===== src/rtl/mux_tree_pipe_if.sv =====
`default_nettype none
// ============================================================================
// Module      : mux_tree_pipe_if
// Description : Handshake/data bundle for mux_tree_pipe.
//               master = upstream source plus downstream sink (the bench or
//               the surrounding datapath); slave = the mux tree itself.
//               Signals:
//                 in_data   N_IN*WIDTH  channel k at [k*WIDTH +: WIDTH]
//                 in_sel    SEL_W       channel index, sampled with in_valid
//                 in_valid  1           input beat present
//                 in_ready  1           block accepts a beat this cycle
//                 out_data  WIDTH       selected channel data
//                 out_sel   SEL_W       channel index that produced out_data
//                 out_valid 1           output beat present
//                 out_ready 1           downstream accepts a beat
//                 scan_mode 1           only when MUX_SCAN_EN is defined
// Revision    : 1.0 - initial release
// ============================================================================
interface mux_tree_pipe_if #(
    parameter int WIDTH = 8,
    parameter int N_IN  = 16
);
    localparam int SEL_W = $clog2(N_IN);

    logic [N_IN*WIDTH-1:0] in_data;
    logic [SEL_W-1:0]      in_sel;
    logic                  in_valid;
    logic                  in_ready;
    logic [WIDTH-1:0]      out_data;
    logic [SEL_W-1:0]      out_sel;
    logic                  out_valid;
    logic                  out_ready;
`ifdef MUX_SCAN_EN
    logic                  scan_mode;
`endif

    modport master (
`ifdef MUX_SCAN_EN
        output scan_mode,
`endif
        output in_data, in_sel, in_valid, out_ready,
        input  in_ready, out_data, out_sel, out_valid
    );

    modport slave (
`ifdef MUX_SCAN_EN
        input  scan_mode,
`endif
        input  in_data, in_sel, in_valid, out_ready,
        output in_ready, out_data, out_sel, out_valid
    );
endinterface
`default_nettype wire


===== src/rtl/mux_tree_pipe.sv =====
`default_nettype none
// ============================================================================
// Module      : mux_tree_pipe
// Description : N_IN:1 multiplexer of WIDTH-bit channels built as a radix-2
//               tree of LEVELS = $clog2(N_IN) levels. With PIPE=1 every level
//               is registered (latency LEVELS); with PIPE=0 only the final
//               level is registered (latency 1). valid/ready handshake with a
//               single global stall; the select index rides along as a tag.
//               Optional feature macro: MUX_SCAN_EN adds scan_mode and an
//               internal auto-incrementing channel pointer.
// Ports       : clk    rising-edge clock
//               rst_n  asynchronous active-low reset
//               bus    mux_tree_pipe_if.slave (data, sel, handshakes)
// Revision    : 1.0 - initial release
// ============================================================================
module mux_tree_pipe #(
    parameter int WIDTH = 8,
    parameter int N_IN  = 16,
    parameter int PIPE  = 1
) (
    input  logic            clk,
    input  logic            rst_n,
    mux_tree_pipe_if.slave  bus
);
    localparam int LEVELS = $clog2(N_IN);
    localparam int SEL_W  = LEVELS;

    logic             w_adv;
    logic [SEL_W-1:0] w_sel;

    // Heap-indexed tree: node 1 is the root, leaves are N_IN..2*N_IN-1.
    // Children of node n are 2n and 2n+1, so the leaf pair feeding a level-0
    // node differs only in sel bit 0.
    logic [WIDTH-1:0] w_node    [1:2*N_IN-1];
    logic [SEL_W-1:0] w_lvl_sel [0:LEVELS];
    logic             w_lvl_vld [0:LEVELS];

    // Stall only when the output holds an unaccepted beat; everything advances together.
    assign w_adv        = !(bus.out_valid && !bus.out_ready);
    assign bus.in_ready = w_adv;

`ifdef MUX_SCAN_EN
    logic [SEL_W-1:0] r_scan_ptr;

    // N_IN is a power of two, so natural SEL_W-bit overflow gives the wrap.
    always_ff @(posedge clk or negedge rst_n) begin
        if (!rst_n) begin
            r_scan_ptr <= '0;
        end else if (bus.scan_mode && bus.in_valid && w_adv) begin
            r_scan_ptr <= r_scan_ptr + 1'b1;
        end
    end

    assign w_sel = bus.scan_mode ? r_scan_ptr : bus.in_sel;
`else
    assign w_sel = bus.in_sel;
`endif

    assign w_lvl_sel[0] = w_sel;
    assign w_lvl_vld[0] = bus.in_valid;

    genvar gk, gj, gi;

    for (gk = 0; gk < N_IN; gk++) begin : g_leaf
        assign w_node[N_IN+gk] = bus.in_data[gk*WIDTH +: WIDTH];
    end

    for (gj = 0; gj < LEVELS; gj++) begin : g_lvl
        localparam int c_nodes = N_IN >> (gj + 1);

        if (PIPE == 1 || gj == LEVELS - 1) begin : g_tag_reg
            logic             r_vld;
            logic [SEL_W-1:0] r_sel;

            // Tag loads only with a real beat so it keeps the last value
            // across bubbles, matching the data registers below.
            always_ff @(posedge clk or negedge rst_n) begin
                if (!rst_n) begin
                    r_vld <= 1'b0;
                    r_sel <= '0;
                end else if (w_adv) begin
                    r_vld <= w_lvl_vld[gj];
                    if (w_lvl_vld[gj]) begin
                        r_sel <= w_lvl_sel[gj];
                    end
                end
            end

            assign w_lvl_vld[gj+1] = r_vld;
            assign w_lvl_sel[gj+1] = r_sel;
        end else begin : g_tag_comb
            assign w_lvl_vld[gj+1] = w_lvl_vld[gj];
            assign w_lvl_sel[gj+1] = w_lvl_sel[gj];
        end

        for (gi = 0; gi < c_nodes; gi++) begin : g_node
            localparam int c_idx = c_nodes + gi;
            logic [WIDTH-1:0] w_mux;

            // Level gj resolves sel bit gj of the tag that arrived with this beat.
            assign w_mux = w_lvl_sel[gj][gj] ? w_node[2*c_idx+1] : w_node[2*c_idx];

            if (PIPE == 1 || gj == LEVELS - 1) begin : g_data_reg
                logic [WIDTH-1:0] r_data;

                always_ff @(posedge clk or negedge rst_n) begin
                    if (!rst_n) begin
                        r_data <= '0;
                    end else if (w_adv && w_lvl_vld[gj]) begin
                        r_data <= w_mux;
                    end
                end

                assign w_node[c_idx] = r_data;
            end else begin : g_data_comb
                assign w_node[c_idx] = w_mux;
            end
        end
    end

    assign bus.out_data  = w_node[1];
    assign bus.out_sel   = w_lvl_sel[LEVELS];
    assign bus.out_valid = w_lvl_vld[LEVELS];

endmodule
`default_nettype wire


===== src/flat_wrapper.sv =====
// flat-port wrapper written by rule: the top's interface ports become plain ports
module mux_tree_pipe_flat 
#(
    parameter int WIDTH = 8,
    parameter int N_IN  = 16,
    parameter int PIPE  = 1
)
  (clk, rst_n, bus_in_data, bus_in_sel, bus_in_valid, bus_out_ready, bus_in_ready, bus_out_data, bus_out_sel, bus_out_valid);
  mux_tree_pipe_if #(.WIDTH(WIDTH), .N_IN(N_IN)) bus_i ();
  input  logic clk;
  input  logic rst_n;
  input wire logic [$bits(bus_i.in_data)-1:0] bus_in_data;
  input wire logic [$bits(bus_i.in_sel)-1:0] bus_in_sel;
  input wire logic [$bits(bus_i.in_valid)-1:0] bus_in_valid;
  input wire logic [$bits(bus_i.out_ready)-1:0] bus_out_ready;
  output wire logic [$bits(bus_i.in_ready)-1:0] bus_in_ready;
  output wire logic [$bits(bus_i.out_data)-1:0] bus_out_data;
  output wire logic [$bits(bus_i.out_sel)-1:0] bus_out_sel;
  output wire logic [$bits(bus_i.out_valid)-1:0] bus_out_valid;
  assign bus_i.in_data = bus_in_data;
  assign bus_i.in_sel = bus_in_sel;
  assign bus_i.in_valid = bus_in_valid;
  assign bus_i.out_ready = bus_out_ready;
  assign bus_in_ready = bus_i.in_ready;
  assign bus_out_data = bus_i.out_data;
  assign bus_out_sel = bus_i.out_sel;
  assign bus_out_valid = bus_i.out_valid;
  mux_tree_pipe #(.WIDTH(WIDTH), .N_IN(N_IN), .PIPE(PIPE)) u_core (.clk(clk), .rst_n(rst_n), .bus(bus_i));
endmodule

===== config.mk =====
export PLATFORM = sky130hd
export DESIGN_NAME = mux_tree_pipe_flat
export DESIGN_NICKNAME = d
export VERILOG_FILES = /design/src/rtl/mux_tree_pipe_if.sv /design/src/rtl/mux_tree_pipe.sv /design/src/flat_wrapper.sv
export SDC_FILE = /design/constraint.sdc
export NUM_CORES = 1
export LEC_CHECK = 0
export CORE_ASPECT_RATIO = 0.8
export CORE_UTILIZATION = 35
export CTS_BUF_LIST = sky130_fd_sc_hd__clkbuf_4 sky130_fd_sc_hd__clkbuf_8 sky130_fd_sc_hd__clkbuf_16
export CTS_CLUSTER_SIZE = 28
export DETAILED_ROUTE_END_ITERATION = 7
export GPL_TIMING_DRIVEN = 0
export SYNTH_ARGS = -nofsm -noshare
export SYNTH_HDL_FRONTEND = slang
export SYNTH_SLANG_ARGS = --single-unit

===== constraint.sdc =====
create_clock -name clk -period 1.1 [get_ports clk]
set_input_delay 0.11 -clock clk [delete_from_list [all_inputs] [get_ports clk]]
set_output_delay 0.11 -clock clk [all_outputs]
set_load 0.1 [all_outputs]

==> run metrics, run 1 <==
Worst R2R End=u_core.g_lvl[0].g_tag_reg.r_vld$_DFFE_PN0N_; Switch Pwr=10300 µW; CP required=0.99 ns; skew final=0.0110 ns; Max Slew Vio Count=0; fin crit share=139%; min Tclk post-route=1.53 ns; Critical Path End Type=output pin; Final WS setup=-0.430 ns; r2r setup slk=-0.39 ns; commonest non-fill, non-tap cell in the layout=a21oi_1; GR met1 Demand/Resource=27.2%; # clock sinks=140; Static Leakage=0.00440 µW; Final ANT Viol Nets=0; CTS tree=built; setup violators final=154; Ports=150; WL/cell=18.4 µm; reg2reg start=u_core.bus.out_valid$_DFFE_PN0N_; grt met3 use=3.51%; syn avg cell area=11.2 µm²; Net Count, Synth=720; H-Tree Depth=4; Synth Area in Simple Gates=0.748%; largest family of logic cells by synthesized area=multiplexers; via count=5399; Seq/Total Area, Yosys=53.7%; clk_lat worst skew=0.42 ns; FMAX=654 MHz; clk buf depth=2; number of antenna violations at the first check in global routing=0; gr busiest metal=met2; antenna cells=0; 1st-pass router iterations=4; Detailed Route Iter0 Violations=265; vias in the first global route=5373; nature of the critical path startpoint=flip-flop; worst min path class=in -> async; global-route wire length before repair=29.0 mm; vias per cell=5.07; CP Class=reg -> out; DRC=0; nets=935; CP Max Fanout=5; Cells after Synth=584; core region area=0.0182 mm²; synthesized area=0.00652 mm²; Port Buf Inserts=148; post-synthesis compound-gate area fraction=18.5%; met2 Use GR=33.1%; die height=124 µm; worst r2r path cells=6; Peak VDD IR=1380 µV; power per cell area=2540 mW/mm²; Std-Cell Rows=44; Die Span X=155 µm; Setup WS pre-CTS=-1.21 ns; mux contribution to synthesized area=21.6%; sw frac=38.4%; final-report hold violation count=0; total CTS buffers=17; max_slew headroom=63.6%; Clk pin slew, worst setup/hold paths=0.06 ns; sequential share of power=32.2%; Routed WL=19.6 mm; CTS Root Cell=clkbuf_16; Worst EP arrival=1.42 ns; largest net degree at the start of global routing=107; Initial Utilization=35.8%; detailed-placement wirelength estimate=12.4 mm; worst-margin pin slew=0.545 ns; share of post-route cells with drive strength above 1=33.0%; Yosys Warn Count=0; Die ar.=0.0192 mm²; Total GRT Usage=20.0%; commonest cells after routing, fill and taps aside=a21oi_1 (148), dfrtp_1 (135), clkdlybuf4s50_1 (133); status=finished, violations left; setup TNS=-44.11 ns; Yosys cell types=16; Gate power share=46.5%; Yosys reg bits=140; RSZ-0062 raised after global routing=yes; Int Power=16500 µW; GR Overflow Total=0; MaxCap Viol Count=0; Post-Synth XOR/XNOR Area=0%; clock share of power=21.3%; GP Congestion=0.785; failing checks=setup timing; area grow syn2layout=61.7%; Adder-Cell Fraction of Synth Area=0%
## how the worst max path moves through the flow
| stage | startpoint | endpoint | cells past startpoint |
|---|---|---|---|
| 2_1_floorplan | u_core.bus.out_valid$_DFFE_PN0N_ | u_core.g_lvl[2].g_tag_reg.r_sel[3]$_DFFE_PN0P_ | 5 |
| 3_3_place_gp | rst_n | u_core.bus.out_valid$_DFFE_PN0N_ | 1 |
| 3_5_place_dp | bus_out_ready | bus_in_ready | 5 |
| 4_1_cts | u_core.bus.out_valid$_DFFE_PN0N_ | bus_in_ready | 4 |
| 5_1_grt | u_core.bus.out_valid$_DFFE_PN0N_ | bus_in_ready | 4 |
| 6_report | u_core.bus.out_valid$_DFFE_PN0N_ | bus_in_ready | 4 |
## routing by layer
layer  vias to the layer above  wire [µm]
met5                         -          0
met4                         0        260
met3                        18        912
met2                       147       9500
met1                      2679       8930
li1                       2555          -
## cell usage after synthesis, drive strengths merged
cell / instances / area share (%)
o21ai: 1 / 0.077
dfrtp: 140 / 54
nand2b: 1 / 0.21
inv: 1 / 0.057
mux2: 18 / 3.2
nand2: 2 / 0.12
and2: 4 / 0.42
mux2i: 120 / 18
clkbuf: 15 / 0.88
a21oi: 240 / 18
buf: 42 / 4.5
## state kept, by name (all words and copies together), names as in the netlist
signal,cells
u_core.bus.out_sel,4
u_core.bus.out_data,8
u_core.g_lvl.g_node.g_data_reg.r_data,112
u_core.g_lvl.g_tag_reg.r_sel,12
u_core.g_lvl.g_tag_reg.r_vld,3
u_core.bus.out_valid,1
## cell families (layout without fill, tap and decap cells)
kind of cell	after synthesis	count (layout)
compound gates	241	241
flops	140	140
mux	138	138
buf+inv	58	286
simple gates	7	7
## metrics by stage
stage | std cells | utilization (%) | instance area, µm² | hold slack (ns) | total power, µW
after floorplan | 584 | - | 6570 | -0.186 | 14100
final | 1065 | 57.9 | 10600 | 0.161 | 26800
after global placement | 985 | 45.9 | 8370 | 0.489 | 16500
after global routing | 1065 | 57.9 | 10600 | 0.195 | 28000
after CTS | 1049 | 54.3 | 9890 | 0.169 | 25000
after detailed placement | 986 | 46.1 | 8400 | 0.0278 | 16800
## worst max-delay path, cell delays in order, from the launching register on
cell and delay (ns):
dfrtp_4 0.49, nand2b_4 0.11, buf_8 0.14, buf_8 0.11
buf_12 0.16
## final cells by class
| type | count | area [µm²] |
|---|---|---|
| Multi-Input combinational cell | 386 | 3210 |
| Sequential cell | 140 | 3510 |
| Fill cell | 1446 | 7670 |
| Clock buffer | 18 | 439 |
| Inverter | 1 | 3.75 |
| Timing Repair Buffer | 197 | 2380 |
| Buffer | 56 | 539 |
| Tap cell | 253 | 317 |
| Clock inverter | 14 | 145 |
## power groups by stage
| stage | registers (µW) | clock network (µW) | logic (µW) |
|---|---|---|---|
| 2_1_floorplan | 9340 | 0 | 4760 |
| 3_3_place_gp | 8230 | 0 | 8250 |
| 3_5_place_dp | 8290 | 0 | 8500 |
| 4_1_cts | 8380 | 5720 | 10900 |
| 5_1_grt | 8820 | 6000 | 13200 |
| 6_report | 8620 | 5700 | 12400 |
## what timing repair did
item | in CTS | in global routing
resized for setup | 208 | 124
hold buffers | 1 | 0
buffers inserted | 19 | 14
cloned | 11 | 4
endpoints found under the setup margin | 154 | 241
pin swaps | 6 | 32
endpoints found under the hold margin | 34 | 0
Note: power is estimated with default switching activity, not from simulation.
==> run 2: changes to the inputs <==
--- a/config.mk
+++ b/config.mk
@@ -5,6 +5,7 @@
 export SDC_FILE = /design/constraint.sdc
 export NUM_CORES = 1
 export LEC_CHECK = 0
+export CAP_MARGIN = 20
 export CORE_ASPECT_RATIO = 0.8
 export CORE_UTILIZATION = 35
 export CTS_BUF_LIST = sky130_fd_sc_hd__clkbuf_4 sky130_fd_sc_hd__clkbuf_8 sky130_fd_sc_hd__clkbuf_16
==> run 2 against run 1 <==
Net effect: the flow still finishes with violations (setup timing); sequential power barely moved; clock power barely moved; clock skew did not move; cell count did not move; sequential share of layout area did not move; count of clock-buffer cells in the layout did not move; critical path depth did not move; via count did not move; largest cell class unchanged; highest routed layer unchanged.
==> run metrics, run 2 (synthesized netlist as in run 1, its figures left out) <==
Final WS setup=-0.430 ns (unchanged); Reg area=0.00351 mm² (unchanged); CP startpoint=u_core.bus.out_valid$_DFFE_PN0N_ (unchanged); vias per cell=5.07 (unchanged); global-route wire length before repair=29.0 mm (unchanged); final-report hold violation count=0 (unchanged); Layout Cell Area excl Fill=0.0106 mm² (unchanged); detailed-placement wirelength estimate=12.4 mm (unchanged); GR Overflow Total=0 (unchanged); Max Slew Vio Count=0 (unchanged); core region area=0.0182 mm² (unchanged); dpl cell area=0.00840 mm² (unchanged); Die ar.=0.0192 mm² (unchanged); status=finished, violations left (unchanged); MaxCap Viol Count=0 (unchanged); power per cell area=2540 mW/mm² (unchanged); Static Leakage=0.00440 µW (unchanged); via count=5399 (unchanged); total CTS buffers=17 (unchanged); area grow syn2layout=61.7% (unchanged); Initial Utilization=35.8% (unchanged); Setup WS pre-CTS=-1.21 ns (unchanged); number of antenna violations at the first check in global routing=0 (unchanged); CTS tree=built (unchanged); CTS Root Cell=clkbuf_16 (unchanged); sw frac=38.4% (unchanged); reg2reg start=u_core.bus.out_valid$_DFFE_PN0N_ (unchanged); max reg flops=112 (unchanged); Final ANT Viol Nets=0 (unchanged); Most flops, register=u_core.g_lvl.g_node.g_data_reg.r_data (unchanged); H-Tree Depth=4 (unchanged); Port Buf Inserts=148 (unchanged); min Tclk post-route=1.53 ns (unchanged); max_slew headroom=63.6% (unchanged); WHS=0.161 ns (unchanged); commonest non-fill, non-tap cell in the layout=a21oi_1 (unchanged); Detailed Route Iter0 Violations=265 (unchanged); clk_lat worst skew=0.42 ns (about the same); # clock sinks=140 (unchanged); Ports=150 (unchanged); Fill cells=1446 (unchanged); failing checks=setup timing (unchanged); worst min path class=in -> async (unchanged); FMAX=654 MHz (unchanged); vias in the first global route=5373 (unchanged); clk buf depth=2 (unchanged); GP Congestion=0.785 (unchanged); WL/cell=18.4 µm (unchanged); Int Power=16500 µW (unchanged); Std-Cell Rows=44 (unchanged); RSZ-0062 raised after global routing=yes (unchanged); CP required=0.99 ns (about the same); share of post-route cells with drive strength above 1=33.0% (unchanged); CP Class=reg -> out (unchanged); nets=935 (unchanged); Gate power share=46.5% (about the same); setup violators final=154 (unchanged); Routed WL=19.6 mm (unchanged); CP Max Fanout=5 (unchanged); fin crit share=139% (unchanged); nature of the critical path startpoint=flip-flop (unchanged); Die Span X=155 µm (unchanged); skew final=0.0110 ns (unchanged); Total GRT Usage=20.0% (unchanged); worst-margin pin slew=0.545 ns (unchanged); area of the multi-input gates=0.00321 mm² (unchanged); Critical Path End Type=output pin (unchanged); commonest cells after routing, fill and taps aside=a21oi_1 (148), dfrtp_1 (135), clkdlybuf4s50_1 (133) (unchanged); Worst EP arrival=1.42 ns (about the same); Switch Pwr=10300 µW (unchanged); Clk pin slew, worst setup/hold paths=0.06 ns (about the same); die height=124 µm (unchanged); setup TNS=-44.11 ns (unchanged); largest net degree at the start of global routing=107 (unchanged); Peak VDD IR=1380 µV (unchanged); sequential share of power=32.2% (about the same); DRC=0 (unchanged); antenna cells=0 (unchanged); 1st-pass router iterations=4 (unchanged); clock share of power=21.3% (about the same)
run 2: cell counts in the layout (fill, tap and decap cells not counted):
No cell type changed its count.
run 2: area by class of cell:
cell class                 count  share of cell area (%)
tap                          253                    3.00
timing repair buffer         197                    22.6
clock buffer                  18                    4.16
multi-input combinational    386                    30.4
buffer                        56                    5.11
sequential                   140                    33.3
clock inverter                14                    1.38
inverter                       1                  0.0356
run 2: stage by stage:
stage                     instances  power [µW]  utilization [%]
final                          1065       26800             57.9
after detailed placement        986       16800             46.1
after global routing           1065       28000             57.9
after CTS                      1049       25000             54.3
after global placement          985       16500             45.9
after floorplan                 584       14100                -
run 2: worst paths after layout:
kind,cells after the start,slack (ns),end
setup / recovery,4,-0.43,bus_in_ready
hold / removal,2,0.16,u_core.bus.out_sel[0]$_DFFE_PN0P_
setup reg to reg,6,-0.39,u_core.g_lvl[0].g_tag_reg.r_vld$_DFFE_PN0N_
hold reg to reg,1,0.51,u_core.g_lvl[1].g_tag_reg.r_sel[1]$_DFFE_PN0P_
max in group asynchronous,3,0.27,u_core.bus.out_data[4]$_DFFE_PN0P_
min in group clk,3,0.18,u_core.g_lvl[0].g_node[0].g_data_reg.r_data[0]$_DFFE_PN0P_
run 2: power groups by stage:
stage	Clock [µW]	Combinational (µW)	Sequential [µW]
floorplan	0	4760	9340
global placement	0	8250	8230
detailed placement	0	8500	8290
CTS	5720	10900	8380
global route	6000	13200	8820
finish	5700	12400	8620
run 2: repair_timing:
action	in CTS	in global routing
buffers inserted	19	14
cloned	11	4
pin swaps	6	32
hold endpoints to repair	34	0
hold buffers	1	0
gates resized for setup	208	124
setup endpoints to repair	154	241
run 2: per-layer routing:
layer	up-vias	GRT usage (%)	share of wire (%)
met2	147	33.1	48
met1	2679	27.2	46
met5	-	0	0
li1	2555	-	-
met4	0	5.51	1.3
met3	18	3.51	4.7
run 2: worst max-delay path, cell delays in order (launching register included):
cell and delay (ns):
dfrtp_4 0.49, nand2b_4 0.11, buf_8 0.14, buf_8 0.11, buf_12 0.16
==> run 3: changes to the inputs <==
--- a/config.mk
+++ b/config.mk
@@ -9,9 +9,10 @@
 export CORE_ASPECT_RATIO = 0.8
 export CORE_UTILIZATION = 35
 export CTS_BUF_LIST = sky130_fd_sc_hd__clkbuf_4 sky130_fd_sc_hd__clkbuf_8 sky130_fd_sc_hd__clkbuf_16
-export CTS_CLUSTER_SIZE = 28
+export CTS_CLUSTER_SIZE = 30
 export DETAILED_ROUTE_END_ITERATION = 7
 export GPL_TIMING_DRIVEN = 0
+export SLEW_MARGIN = 20
 export SYNTH_ARGS = -nofsm -noshare
 export SYNTH_HDL_FRONTEND = slang
 export SYNTH_SLANG_ARGS = --single-unit
==> run 3 against run 2 <==
Net effect: the run still ends with setup timing left; global-route usage grew 0.38 points; fmax is 2.3% higher; cell count up 0.66%; sequential share of layout area up 0.43 points; core utilization down 0.71 points; via count rose by 0.20%; sequential cell count unchanged; largest power group unchanged; clock power decreased by 4.6%; die area is the same; clock skew is 0.00083 ns lower; first-iteration DRC count rose by 6.4%.
==> run metrics, run 3 (synthesized netlist as in run 1, its figures left out) <==
GR met1 Demand/Resource=27.6% (was 27.2%); Port Buf Inserts=148 (unchanged); worst r2r path cells=7 (was 6); Die ar.=0.0192 mm² (unchanged); Initial Utilization=35.8% (unchanged); Final ANT Viol Nets=0 (unchanged); vias per cell=5.05 (was 5.07); Worst Path Buf+Inv=3 (unchanged); Die Span X=155 µm (unchanged); failing checks=setup timing (unchanged); Final WS setup=-0.396 ns (was -0.430 ns); global-route wire length before repair=29.6 mm (was 29.0 mm); Critical Path End Type=output pin (unchanged); Clk pin slew, worst setup/hold paths=0.06 ns (about the same); nature of the critical path startpoint=flip-flop (unchanged); GP Congestion=0.785 (unchanged); skew final=0.0101 ns (was 0.0110 ns); CP Class=reg -> out (unchanged); CP required=0.99 ns (about the same); commonest cells after routing, fill and taps aside=a21oi_1 (181), dfrtp_1 (134), clkdlybuf4s50_1 (133) (was a21oi_1 (148), dfrtp_1 (135), clkdlybuf4s50_1 (133)); CP Max Fanout=5 (unchanged); area of the multi-input gates=0.00299 mm² (was 0.00321 mm²); H-Tree Depth=4 (unchanged); largest net degree at the start of global routing=107 (unchanged); clk buf depth=2 (unchanged); worst-margin pin slew=0.487 ns (was 0.545 ns); Routed WL=19.2 mm (was 19.6 mm); total CTS buffers=17 (unchanged); max reg flops=112 (unchanged); RSZ-0062 raised after global routing=yes (unchanged); FMAX=668 MHz (was 654 MHz); WHS=0.163 ns (was 0.161 ns); clk_lat worst skew=0.42 ns (about the same); share of post-route cells with drive strength above 1=29.3% (was 33.0%); via count=5410 (was 5399); core region area=0.0182 mm² (unchanged); Worst path max stage delay=0.48 ns (was 0.49 ns); 1st-pass router iterations=6 (was 4); top cell family by delay on the critical path=flip-flops (unchanged); number of antenna violations at the first check in global routing=0 (unchanged); met2 Use GR=33.5% (was 33.1%); Static Leakage=0.00443 µW (was 0.00440 µW); Std-Cell Rows=44 (unchanged); Setup WS pre-CTS=-1.21 ns (about the same); antenna cells=0 (unchanged); grt met3 use=4.94% (was 3.51%); DRC=0 (unchanged); worst min path class=in -> async (unchanged); final-report hold violation count=0 (unchanged); max_slew headroom=67.5% (was 63.6%); MaxCap Viol Count=0 (unchanged); status=finished, violations left (unchanged); vias in the first global route=5437 (was 5373); commonest non-fill, non-tap cell in the layout=a21oi_1 (unchanged); CTS tree=built (unchanged); Max Slew Vio Count=0 (unchanged); worst-path cell chain=nand2b_4, buf_8, buf_8, buf_12 (unchanged); area grow syn2layout=59.7% (was 61.7%); Ports=150 (unchanged); Peak VDD IR=1260 µV (was 1380 µV); Util after Layout=57.2% (was 57.9%); min Tclk post-route=1.50 ns (was 1.53 ns); Fill cells=1468 (was 1446); Total GRT Usage=20.4% (was 20.0%); power per cell area=2510 mW/mm² (was 2540 mW/mm²); Detailed Route Iter0 Violations=282 (was 265); most used cell, CP=buf_8 (unchanged); die height=124 µm (unchanged); nets=942 (was 935); Critical Path Stages=4 (unchanged); CTS Root Cell=clkbuf_16 (unchanged); Worst EP arrival=1.39 ns (was 1.42 ns); Most flops, register=u_core.g_lvl.g_node.g_data_reg.r_data (unchanged); # clock sinks=140 (unchanged); gr busiest metal=met2 (unchanged); GR Overflow Total=0 (unchanged); Slowest-stage cell, CP=dfrtp_4 (unchanged); fin crit share=136% (was 139%); setup violators final=154 (unchanged); WL/cell=17.9 µm (was 18.4 µm); Reg area=0.00351 mm² (about the same); detailed-placement wirelength estimate=12.4 mm (about the same)
-- run 3: path summary, 6_finish.rpt --
path | start | to | slack (ns)
setup / recovery | u_core.bus.out_valid$_DFFE_PN0N_ | bus_in_ready | -0.40
hold / removal | rst_n | u_core.bus.out_sel[0]$_DFFE_PN0P_ | 0.16
setup reg to reg | u_core.bus.out_valid$_DFFE_PN0N_ | u_core.g_lvl[1].g_node[0].g_data_reg.r_data[5]$_DFFE_PN0P_ | -0.38
hold reg to reg | u_core.g_lvl[1].g_tag_reg.r_sel[3]$_DFFE_PN0P_ | u_core.g_lvl[1].g_tag_reg.r_sel[3]$_DFFE_PN0P_ | 0.52
max in group asynchronous | rst_n | u_core.g_lvl[0].g_node[0].g_data_reg.r_data[1]$_DFFE_PN0P_ | 0.33
min in group clk | bus_in_sel[0] | u_core.g_lvl[0].g_node[0].g_data_reg.r_data[0]$_DFFE_PN0P_ | 0.18
-- run 3: metrics by stage --
step | std cells | power, µW | TNS, ns | cell area, µm²
6_report | 1072 | 26100 | -44.66 | 10400
5_1_grt | 1072 | 27400 | -51.89 | 10400
4_1_cts | 1059 | 25000 | -43.15 | 10000
3_5_place_dp | 986 | 16800 | -71.90 | 8400
3_3_place_gp | 985 | 16500 | -814.34 | 8370
2_1_floorplan | 584 | 14100 | -42.90 | 6570
-- run 3: area by class of cell --
class | count | area share [%]
Timing Repair Buffer | 205 | 24.0
Buffer | 55 | 5.07
Tap cell | 253 | 3.04
Inverter | 1 | 0.0360
Multi-Input combinational cell | 386 | 28.7
Sequential cell | 140 | 33.7
Clock buffer | 19 | 4.29
Clock inverter | 13 | 1.15
-- run 3: where the power goes --
group	internal, µW	switching [µW]	total (µW)
logic	6000	6180	12200
clock network	3200	2240	5440
registers	7100	1380	8480
-- run 3: layer usage --
metal	routed length, µm	up-vias
met5	0	-
met4	171	0
met3	1080	13
met2	9270	161
met1	8680	2675
li1	-	2561
-- run 3: worst reg2reg max path: cells and delay by family, from the launching register on --
| kind | cells | cell delay [ns] |
|---|---|---|
| AO/OA/AOI/OAI | 1 | 0.05 |
| buffers and inverters | 4 | 0.51 |
| flip-flops | 1 | 0.48 |
| AND/OR/NAND/NOR | 2 | 0.32 |
-- run 3: what timing repair did --
| action | in CTS | in global routing |
|---|---|---|
| endpoints found under the hold margin | 55 | 0 |
| hold buffers | 1 | 0 |
| setup endpoints to repair | 154 | 155 |
| setup buffers | 28 | 11 |
| gates cloned | 13 | 3 |
| resized for setup | 215 | 70 |
| pin swaps | 9 | 13 |
